File: src/rtl/soc_fb_pkg.sv
// Shared types and defaults for the framebuffer fill controller.
// Also holds a shift/add constant multiply so no multiplier is inferred.
package soc_fb_pkg;

  localparam int DEF_H_RES = 640;
  localparam int DEF_V_RES = 480;

  typedef logic [7:0] pixel_t;

  typedef enum logic [1:0] {
    FS_IDLE = 2'd0,
    FS_FILL = 2'd1,
    FS_DONE = 2'd2
  } fill_state_t;

  // k is always an elaboration-time constant, so this unrolls into a fixed adder tree
  function automatic logic [31:0] mul_const(input logic [31:0] v, input int k);
    logic [31:0] acc;
    acc = '0;
    for (int i = 0; i < 32; i++) begin
      if (k[i]) acc = acc + (v << i);
    end
    return acc;
  endfunction

endpackage

File: src/rtl/soc_fb_fill_walker.sv
// Clipped rectangle walker: row-major x/y counters with an incremental row base,
// producing the current pixel address and a last-pixel flag.
module soc_fb_fill_walker
  import soc_fb_pkg::*;
#(
  parameter int ADDR_W  = 19,
  parameter int H_RES   = DEF_H_RES,
  parameter int V_RES   = DEF_V_RES,
  parameter int FB_BASE = 0
) (
  input  logic              main_clk,
  input  logic              res,
  input  logic              load,
  input  logic              advance,
  input  logic [9:0]        cfg_x0,
  input  logic [8:0]        cfg_y0,
  input  logic [9:0]        cfg_w,
  input  logic [8:0]        cfg_h,
  output logic              empty,
  output logic [ADDR_W-1:0] addr,
  output logic              last
);

  localparam logic [10:0]       H_LIM    = 11'(H_RES);
  localparam logic [10:0]       V_LIM    = 11'(V_RES);
  localparam logic [ADDR_W-1:0] ROW_STEP = ADDR_W'(H_RES);

  logic [10:0]       x_sum, y_sum, x_end, y_end;
  logic [10:0]       x, x0_q, x_last, y, y_last;
  logic [ADDR_W-1:0] row_base, row_base_init;

  // Clip against the screen edge in 11 bits so x0+w cannot wrap
  always_comb begin
    x_sum = {1'b0, cfg_x0} + {1'b0, cfg_w};
    y_sum = {2'b0, cfg_y0} + {2'b0, cfg_h};
    x_end = (x_sum > H_LIM) ? H_LIM : x_sum;
    y_end = (y_sum > V_LIM) ? V_LIM : y_sum;
    empty = (cfg_w == '0) || (cfg_h == '0) ||
            ({1'b0, cfg_x0} >= H_LIM) || ({2'b0, cfg_y0} >= V_LIM);
    row_base_init = ADDR_W'(mul_const({23'b0, cfg_y0}, H_RES) + 32'(FB_BASE));
  end

  always_ff @(posedge main_clk) begin
    if (res) begin
      x        <= '0;
      x0_q     <= '0;
      x_last   <= '0;
      y        <= '0;
      y_last   <= '0;
      row_base <= '0;
    end else if (load) begin
      x        <= {1'b0, cfg_x0};
      x0_q     <= {1'b0, cfg_x0};
      x_last   <= x_end - 11'd1;
      y        <= {2'b0, cfg_y0};
      y_last   <= y_end - 11'd1;
      row_base <= row_base_init;
    end else if (advance) begin
      if (x == x_last) begin
        x        <= x0_q;
        y        <= y + 11'd1;
        row_base <= row_base + ROW_STEP;
      end else begin
        x <= x + 11'd1;
      end
    end
  end

  assign addr = row_base + ADDR_W'(x);
  assign last = (x == x_last) && (y == y_last);

endmodule

File: src/rtl/soc_fb_fill_ctrl.sv
// Framebuffer port owner: arbitrates CPU accesses against the rectangle-fill
// engine with a starvation bound, and returns CPU read data through a valid pipe.
module soc_fb_fill_ctrl
  import soc_fb_pkg::*;
#(
  parameter int ADDR_W       = 19,
  parameter int H_RES        = DEF_H_RES,
  parameter int V_RES        = DEF_V_RES,
  parameter int FB_BASE      = 0,
  parameter int FB_LATENCY   = 1,
  parameter int STARVE_LIMIT = 8
) (
  input  logic              main_clk,
  input  logic              res,
  input  logic [9:0]        cfg_x0,
  input  logic [8:0]        cfg_y0,
  input  logic [9:0]        cfg_w,
  input  logic [8:0]        cfg_h,
  input  logic [7:0]        cfg_color,
  input  logic              start,
  input  logic              abort,
  output logic              busy,
  output logic              done,
  input  logic              cpu_req,
  input  logic              cpu_we,
  input  logic [ADDR_W-1:0] cpu_addr,
  input  logic [7:0]        cpu_wdata,
  output logic              cpu_gnt,
  output logic              cpu_rvalid,
  output logic [7:0]        cpu_rdata,
  output logic              fb_req,
  output logic              fb_we,
  output logic [ADDR_W-1:0] fb_addr,
  output logic [7:0]        fb_wdata,
  input  logic [7:0]        fb_rdata
);

  localparam logic [1:0] ST_IDLE = FS_IDLE;
  localparam logic [1:0] ST_FILL = FS_FILL;
  localparam logic [1:0] ST_DONE = FS_DONE;

  localparam int             SW        = $clog2(STARVE_LIMIT + 1);
  localparam logic [SW-1:0]  STALL_MAX = SW'(STARVE_LIMIT);

  logic [1:0]            state, state_nxt;
  logic [SW-1:0]         stall;
  pixel_t                color_q;
  logic [FB_LATENCY-1:0] rd_pipe;
  logic                  in_fill, eng_forced, eng_wr, walk_load;
  logic                  walk_empty, walk_last;
  logic [ADDR_W-1:0]     walk_addr;

  assign in_fill    = (state == ST_FILL) && !res;
  assign eng_forced = (stall == STALL_MAX);
  assign eng_wr     = in_fill && !abort && (!cpu_req || eng_forced);
  assign cpu_gnt    = cpu_req && !res && !eng_wr;
  assign walk_load  = (state == ST_IDLE) && start;

  soc_fb_fill_walker #(
    .ADDR_W  (ADDR_W),
    .H_RES   (H_RES),
    .V_RES   (V_RES),
    .FB_BASE (FB_BASE)
  ) u_walker (
    .main_clk (main_clk),
    .res      (res),
    .load     (walk_load),
    .advance  (eng_wr),
    .cfg_x0   (cfg_x0),
    .cfg_y0   (cfg_y0),
    .cfg_w    (cfg_w),
    .cfg_h    (cfg_h),
    .empty    (walk_empty),
    .addr     (walk_addr),
    .last     (walk_last)
  );

  // Port mux: idle port drives zeros so nothing stale leaks onto the bus
  always_comb begin
    fb_req   = eng_wr || cpu_gnt;
    fb_we    = eng_wr || (cpu_gnt && cpu_we);
    fb_addr  = '0;
    fb_wdata = '0;
    if (eng_wr) begin
      fb_addr  = walk_addr;
      fb_wdata = color_q;
    end else if (cpu_gnt) begin
      fb_addr  = cpu_addr;
      fb_wdata = cpu_wdata;
    end
  end

  // Abort takes priority over completing the final pixel (eng_wr is already low)
  always_comb begin
    state_nxt = state;
    case (state)
      ST_IDLE: if (start) state_nxt = walk_empty ? ST_DONE : ST_FILL;
      ST_FILL: if (abort || (eng_wr && walk_last)) state_nxt = ST_DONE;
      ST_DONE: state_nxt = ST_IDLE;
      default: state_nxt = ST_IDLE;
    endcase
  end

  always_ff @(posedge main_clk) begin
    if (res) begin
      state   <= ST_IDLE;
      stall   <= '0;
      color_q <= '0;
      rd_pipe <= '0;
    end else begin
      state <= state_nxt;
      if (walk_load) color_q <= cfg_color;
      if (state != ST_FILL || eng_wr) stall <= '0;
      else if (cpu_req) stall <= stall + SW'(1);
      rd_pipe[0] <= cpu_gnt && !cpu_we;
      for (int i = 1; i < FB_LATENCY; i++) rd_pipe[i] <= rd_pipe[i-1];
    end
  end

  assign busy       = (state == ST_FILL);
  assign done       = (state == ST_DONE);
  assign cpu_rvalid = rd_pipe[FB_LATENCY-1];
  assign cpu_rdata  = cpu_rvalid ? fb_rdata : 8'h00;

endmodule

File: config.mk
export PLATFORM = sky130hd
export DESIGN_NAME = soc_fb_fill_ctrl
export DESIGN_NICKNAME = d
export VERILOG_FILES = /design/src/rtl/soc_fb_pkg.sv /design/src/rtl/soc_fb_fill_walker.sv /design/src/rtl/soc_fb_fill_ctrl.sv
export SDC_FILE = /design/constraint.sdc
export NUM_CORES = 1
export LEC_CHECK = 0
export ABC_AREA = 1
export CAP_MARGIN = 20
export CORE_UTILIZATION = 48
export DETAILED_ROUTE_END_ITERATION = 8
export PLACE_DENSITY = 0.78
export SYNTH_ARGS = -nofsm -noshare
export SYNTH_HDL_FRONTEND = slang
export SYNTH_SLANG_ARGS = --single-unit
File: constraint.sdc
create_clock -name main_clk -period 3.29 [get_ports main_clk]
set_clock_uncertainty 0.05 [all_clocks]
set_input_delay 0.658 -clock main_clk [delete_from_list [all_inputs] [get_ports main_clk]]
set_output_delay 0.658 -clock main_clk [all_outputs]
set_load 0.01 [all_outputs]
==> impl_metrics.xml, run 1 <==
<?xml version="1.0" encoding="UTF-8"?>
<metrics>
  <group name="finish">
    <metric name="layout-area-overhead-vs-synth" unit="%">34.7</metric>
    <metric name="mostFrequentLayoutCells" unit="">sky130_fd_sc_hd__nand2_1, sky130_fd_sc_hd__inv_1, sky130_fd_sc_hd__clkdlybuf4s50_1</metric>
    <metric name="post_route_cells_drive_above_1_share" unit="">0.123</metric>
    <metric name="num_antenna_cells" unit="">0</metric>
    <metric name="final_nets" unit="">1325</metric>
    <metric name="layout.cell_area.non_filler" unit="sq um">8760</metric>
    <metric name="layout_commonest_cell" unit="">sky130_fd_sc_hd__nand2_1</metric>
  </group>
  <group name="route">
    <metric name="drc_violations_left" unit="">0</metric>
    <metric name="post_drt_wl_per_cell" unit="microns">13.3</metric>
    <metric name="vias" unit="">7273</metric>
    <metric name="route.antenna.remaining_nets" unit="">0</metric>
    <metric name="drt_pass1_iterations" unit="">5</metric>
    <metric name="detailedRoute.firstIterationViolations" unit="">470</metric>
    <metric name="finalWirelength" unit="microns">18300</metric>
    <metric name="via_per_inst" unit="">5.27</metric>
  </group>
  <group name="critical_path">
    <metric name="timing.reg2reg.setup_slack" unit="ps">900</metric>
    <metric name="critPathLaunchType" unit="">input pin</metric>
    <metric name="critical_path.slowest_cell" unit="">sky130_fd_sc_hd__fa_2</metric>
    <metric name="critical_path_peak_fanout" unit="">10</metric>
    <metric name="critPathMostFrequentCell" unit="">sky130_fd_sc_hd__nand2_1</metric>
    <metric name="critical_path.endpoint_type" unit="">register</metric>
    <metric name="critPathMaxStageDelay" unit="ps">530</metric>
    <metric name="worstPathArrival" unit="ps">3400</metric>
    <metric name="crit_chain" unit="">clkdlybuf4s50_1 -&gt; ha_2 -&gt; inv_1 -&gt; fa_2 -&gt; nand2_1 -&gt; nor2_1 -&gt; nand3_1 -&gt; nor2_2 -&gt; nand2_1 -&gt; nor2_1 -&gt; nand3_1 -&gt; nand2_2 -&gt; buf_6 -&gt; o21ai_0 -&gt; a31oi_1 -&gt; nand2_1 -&gt; nand2_1 -&gt; inv_1</metric>
    <metric name="timing_worst_setup_path_type" unit="">in2reg</metric>
    <metric name="cp.buffers_inverters" unit="">4</metric>
    <metric name="cp.required" unit="ps">3480</metric>
    <metric name="cp_top_family" unit="">simple AND/OR/NAND/NOR gates</metric>
  </group>
  <group name="floorplan">
    <metric name="core_area" unit="sq um">13200</metric>
    <metric name="die-area" unit="sq um">14000</metric>
    <metric name="number_of_top_level_pins" unit="">128</metric>
    <metric name="initial_core_util" unit="">0.491</metric>
    <metric name="rows" unit="">42</metric>
    <metric name="die_height" unit="microns">118</metric>
    <metric name="dieWidth" unit="microns">118</metric>
  </group>
  <group name="logic_synthesis">
    <metric name="synth.avg_cell_area" unit="sq um">6.38</metric>
    <metric name="yosysUniqueCellTypes" unit="">54</metric>
    <metric name="synth-edff-count" unit="">0</metric>
    <metric name="seq_area_frac_synth" unit="">0.249</metric>
    <metric name="synthesis.area" unit="sq um">6500</metric>
    <metric name="ys.flop_type" unit="">sky130_fd_sc_hd__dfxtp_1</metric>
    <metric name="synthArstFlopShare" unit="">0</metric>
    <metric name="synth_adder_area_share" unit="">0.0804</metric>
    <metric name="synth_fp_nets" unit="">1146</metric>
    <metric name="yosys-mux-area-fraction" unit="">0</metric>
    <metric name="synthCells" unit="">1019</metric>
    <metric name="synth_compound_area_frac" unit="">0.170</metric>
    <metric name="synthXorXnorAreaFrac" unit="">0.0441</metric>
    <metric name="synth_simple_gate_area_frac" unit="">0.344</metric>
    <metric name="synth_top_family_by_area" unit="">simple AND/OR/NAND/NOR gates</metric>
    <metric name="synthesis.yosys.warnings" unit="">0</metric>
    <metric name="ys_seq_elements" unit="">81</metric>
  </group>
  <group name="global_route">
    <metric name="antenna_found_initial" unit="">0</metric>
    <metric name="gr-usage-all-layers" unit="">0.268</metric>
    <metric name="global_route_wire_length_before_repair" unit="microns">30900</metric>
    <metric name="grt_pass1_vias" unit="">6643</metric>
    <metric name="grt-ovfl-total" unit="">0</metric>
    <metric name="grt_max_degree" unit="">31</metric>
  </group>
  <group name="timing">
    <metric name="number_of_slew_limit_violations_in_the_final_report" unit="">0</metric>
    <metric name="max-slew-margin-rel" unit="">0.636</metric>
    <metric name="final_period_minus_worst_setup_slack" unit="ps">3200</metric>
    <metric name="timing.final.setup_violations" unit="">0</metric>
    <metric name="fin_crit_sh" unit="">0.974</metric>
    <metric name="final_critical_path_setup_slack" unit="ps">85.8</metric>
    <metric name="tns" unit="ps">0</metric>
    <metric name="rsz0062_at_grt" unit="">true</metric>
    <metric name="finalHoldViolations" unit="">0</metric>
    <metric name="max_slew.worst_pin.slew" unit="ps">541</metric>
    <metric name="f_max" unit="MHz">312</metric>
  </group>
  <group name="placement">
    <metric name="globalplace.congestion" unit="">0.907</metric>
    <metric name="placement.io_buffers" unit="">127</metric>
    <metric name="place_ws" unit="ps">-348</metric>
    <metric name="placed_cell_area" unit="sq um">8360</metric>
    <metric name="dp_hpwl" unit="microns">14300</metric>
  </group>
  <group name="power_and_ir_drop">
    <metric name="power_leakage" unit="nW">4.25</metric>
    <metric name="power_per_cell_area" unit="nW/um^2">373</metric>
    <metric name="vdd_ir_drop_max" unit="mV">0.277</metric>
  </group>
  <group name="clock_tree">
    <metric name="clkLatencyLatePin" unit="ps">350</metric>
    <metric name="cts_root_buffer" unit="">sky130_fd_sc_hd__clkbuf_16</metric>
    <metric name="number_of_cts_inserted_buffers" unit="">9</metric>
    <metric name="clockBufferDepth" unit="">2</metric>
    <metric name="cts.clk_slew.worst_paths" unit="ps">70</metric>
    <metric name="cts_htree_levels" unit="">3</metric>
    <metric name="clock_tree_from_tritoncts" unit="">done</metric>
    <metric name="clock_sinks" unit="">81</metric>
  </group>
  <group name="worst_hold_path">
    <metric name="min-delay-path-class" unit="">reg2reg</metric>
  </group>
  <group name="run_status">
    <metric name="status" unit="">complete, no violations</metric>
  </group>
  <group name="flow_run">
    <metric name="max_cap_violations" unit="">0</metric>
  </group>
</metrics>
[cell type report]
type,count,area [sq um]
Timing Repair Buffer,198,1850
Multi-Input combinational cell,759,4220
Clock inverter,7,57.6
Inverter,149,562
Tap cell,176,220
Clock buffer,9,225
Sequential cell,81,1620
Fill cell,1164,4480
[worst register-to-register path: cells and delay by family, from the launching register on]
kind	cells	cell delay, ps
flops	1	380
simple gates	5	940
buf+inv	3	560
compound gates	2	240
xor+xnor	1	110
[stage by stage]
step	total power [mW]	utilization	hold WS (ps)	cells
2_1_floorplan	1.85	-	390	1019
3_3_place_gp	2.26	0.631	400	1361
3_5_place_dp	2.28	0.631	402	1361
4_1_cts	3.25	0.653	413	1377
5_1_grt	3.47	0.661	435	1379
6_report	3.27	0.661	414	1379
[flip-flops by register name, indices dropped and copies added (netlist names)]
| name | count |
|---|---|
| u_walker.x | 11 |
| u_walker.x_last | 11 |
| u_walker.row_base | 12 |
| cpu_rvalid | 1 |
| state | 2 |
| color_q | 8 |
| stall | 4 |
| u_walker.y_last | 11 |
| u_walker.x0_q | 10 |
| u_walker.y | 11 |
[kinds of logic after synthesis]
kind of cell,Yosys count
compound gates,182
xor+xnor,31
fa+ha+maj,40
buf+inv,179
flops,81
simple gates,506
[synth_stat cells (3+ instances only)]
cell,number,share of area
sky130_fd_sc_hd__nor2_4,3,0.0052
sky130_fd_sc_hd__o2111ai_1,5,0.0067
sky130_fd_sc_hd__nand4_1,9,0.0087
sky130_fd_sc_hd__xor2_1,21,0.028
sky130_fd_sc_hd__a31oi_1,11,0.011
sky130_fd_sc_hd__o22ai_1,6,0.0058
sky130_fd_sc_hd__fa_1,3,0.0092
sky130_fd_sc_hd__ha_1,37,0.071
sky130_fd_sc_hd__nor3_1,20,0.015
sky130_fd_sc_hd__nand2_2,12,0.012
sky130_fd_sc_hd__buf_2,5,0.0038
sky130_fd_sc_hd__xnor2_1,8,0.011
sky130_fd_sc_hd__o221ai_1,3,0.0040
sky130_fd_sc_hd__inv_2,3,0.0017
sky130_fd_sc_hd__buf_6,5,0.0087
sky130_fd_sc_hd__clkbuf_1,17,0.0098
sky130_fd_sc_hd__o211ai_1,4,0.0046
sky130_fd_sc_hd__a32o_1,4,0.0062
sky130_fd_sc_hd__or2_2,7,0.0067
sky130_fd_sc_hd__dfxtp_1,81,0.25
sky130_fd_sc_hd__o21ai_0,79,0.061
sky130_fd_sc_hd__o21ai_1,5,0.0038
sky130_fd_sc_hd__nand3_1,75,0.058
sky130_fd_sc_hd__a41oi_1,5,0.0067
sky130_fd_sc_hd__buf_4,3,0.0035
sky130_fd_sc_hd__o31ai_1,4,0.0046
sky130_fd_sc_hd__a21oi_1,39,0.030
sky130_fd_sc_hd__nor2_1,81,0.047
sky130_fd_sc_hd__nand3_2,4,0.0062
sky130_fd_sc_hd__nand2_1,275,0.16
sky130_fd_sc_hd__nor4_1,6,0.0058
sky130_fd_sc_hd__nand3b_1,6,0.0069
sky130_fd_sc_hd__inv_1,143,0.083
sky130_fd_sc_hd__a22o_1,3,0.0040
[where the power goes]
group / internal (mW) / total [mW] / switching (mW)
registers: 1.07 / 1.14 / 0.0757
logic: 0.526 / 1.15 / 0.629
clock network: 0.523 / 0.971 / 0.447
[metal layers]
layer,global-route usage,up-vias,wire (microns)
li1,-,3713,-
met1,0.355,3293,8610
met2,0.443,236,8280
met3,0.0352,31,1000
met4,0.0997,0,393
met5,0,-,0
[path summary, 6_finish.rpt]
kind,from,endpoint,cells past startpoint
min,u_walker.x0_q[6],u_walker.x0_q[6],2
min reg2reg,u_walker.x0_q[6],u_walker.x0_q[6],2
max reg2reg,u_walker.x[9],u_walker.y[9],11
max,cfg_x0[0],u_walker.x_last[4],18
[what timing repair did]
item                                   CTS  global route
gates resized for setup                  9            34
pin swaps                                0             8
gates cloned                             0             0
hold buffers                             0             0
setup endpoints to repair               14            36
buffers inserted                         0             2
endpoints found under the hold margin    0             0
Power figures use the tool's default switching activity.
==> inputs of run 2 (changes only) <==
CTS_CLUSTER_DIAMETER = 80   (was unset)
==> results of run 2 <==
Final layout, timing and power as in run 1 (identical DEF).
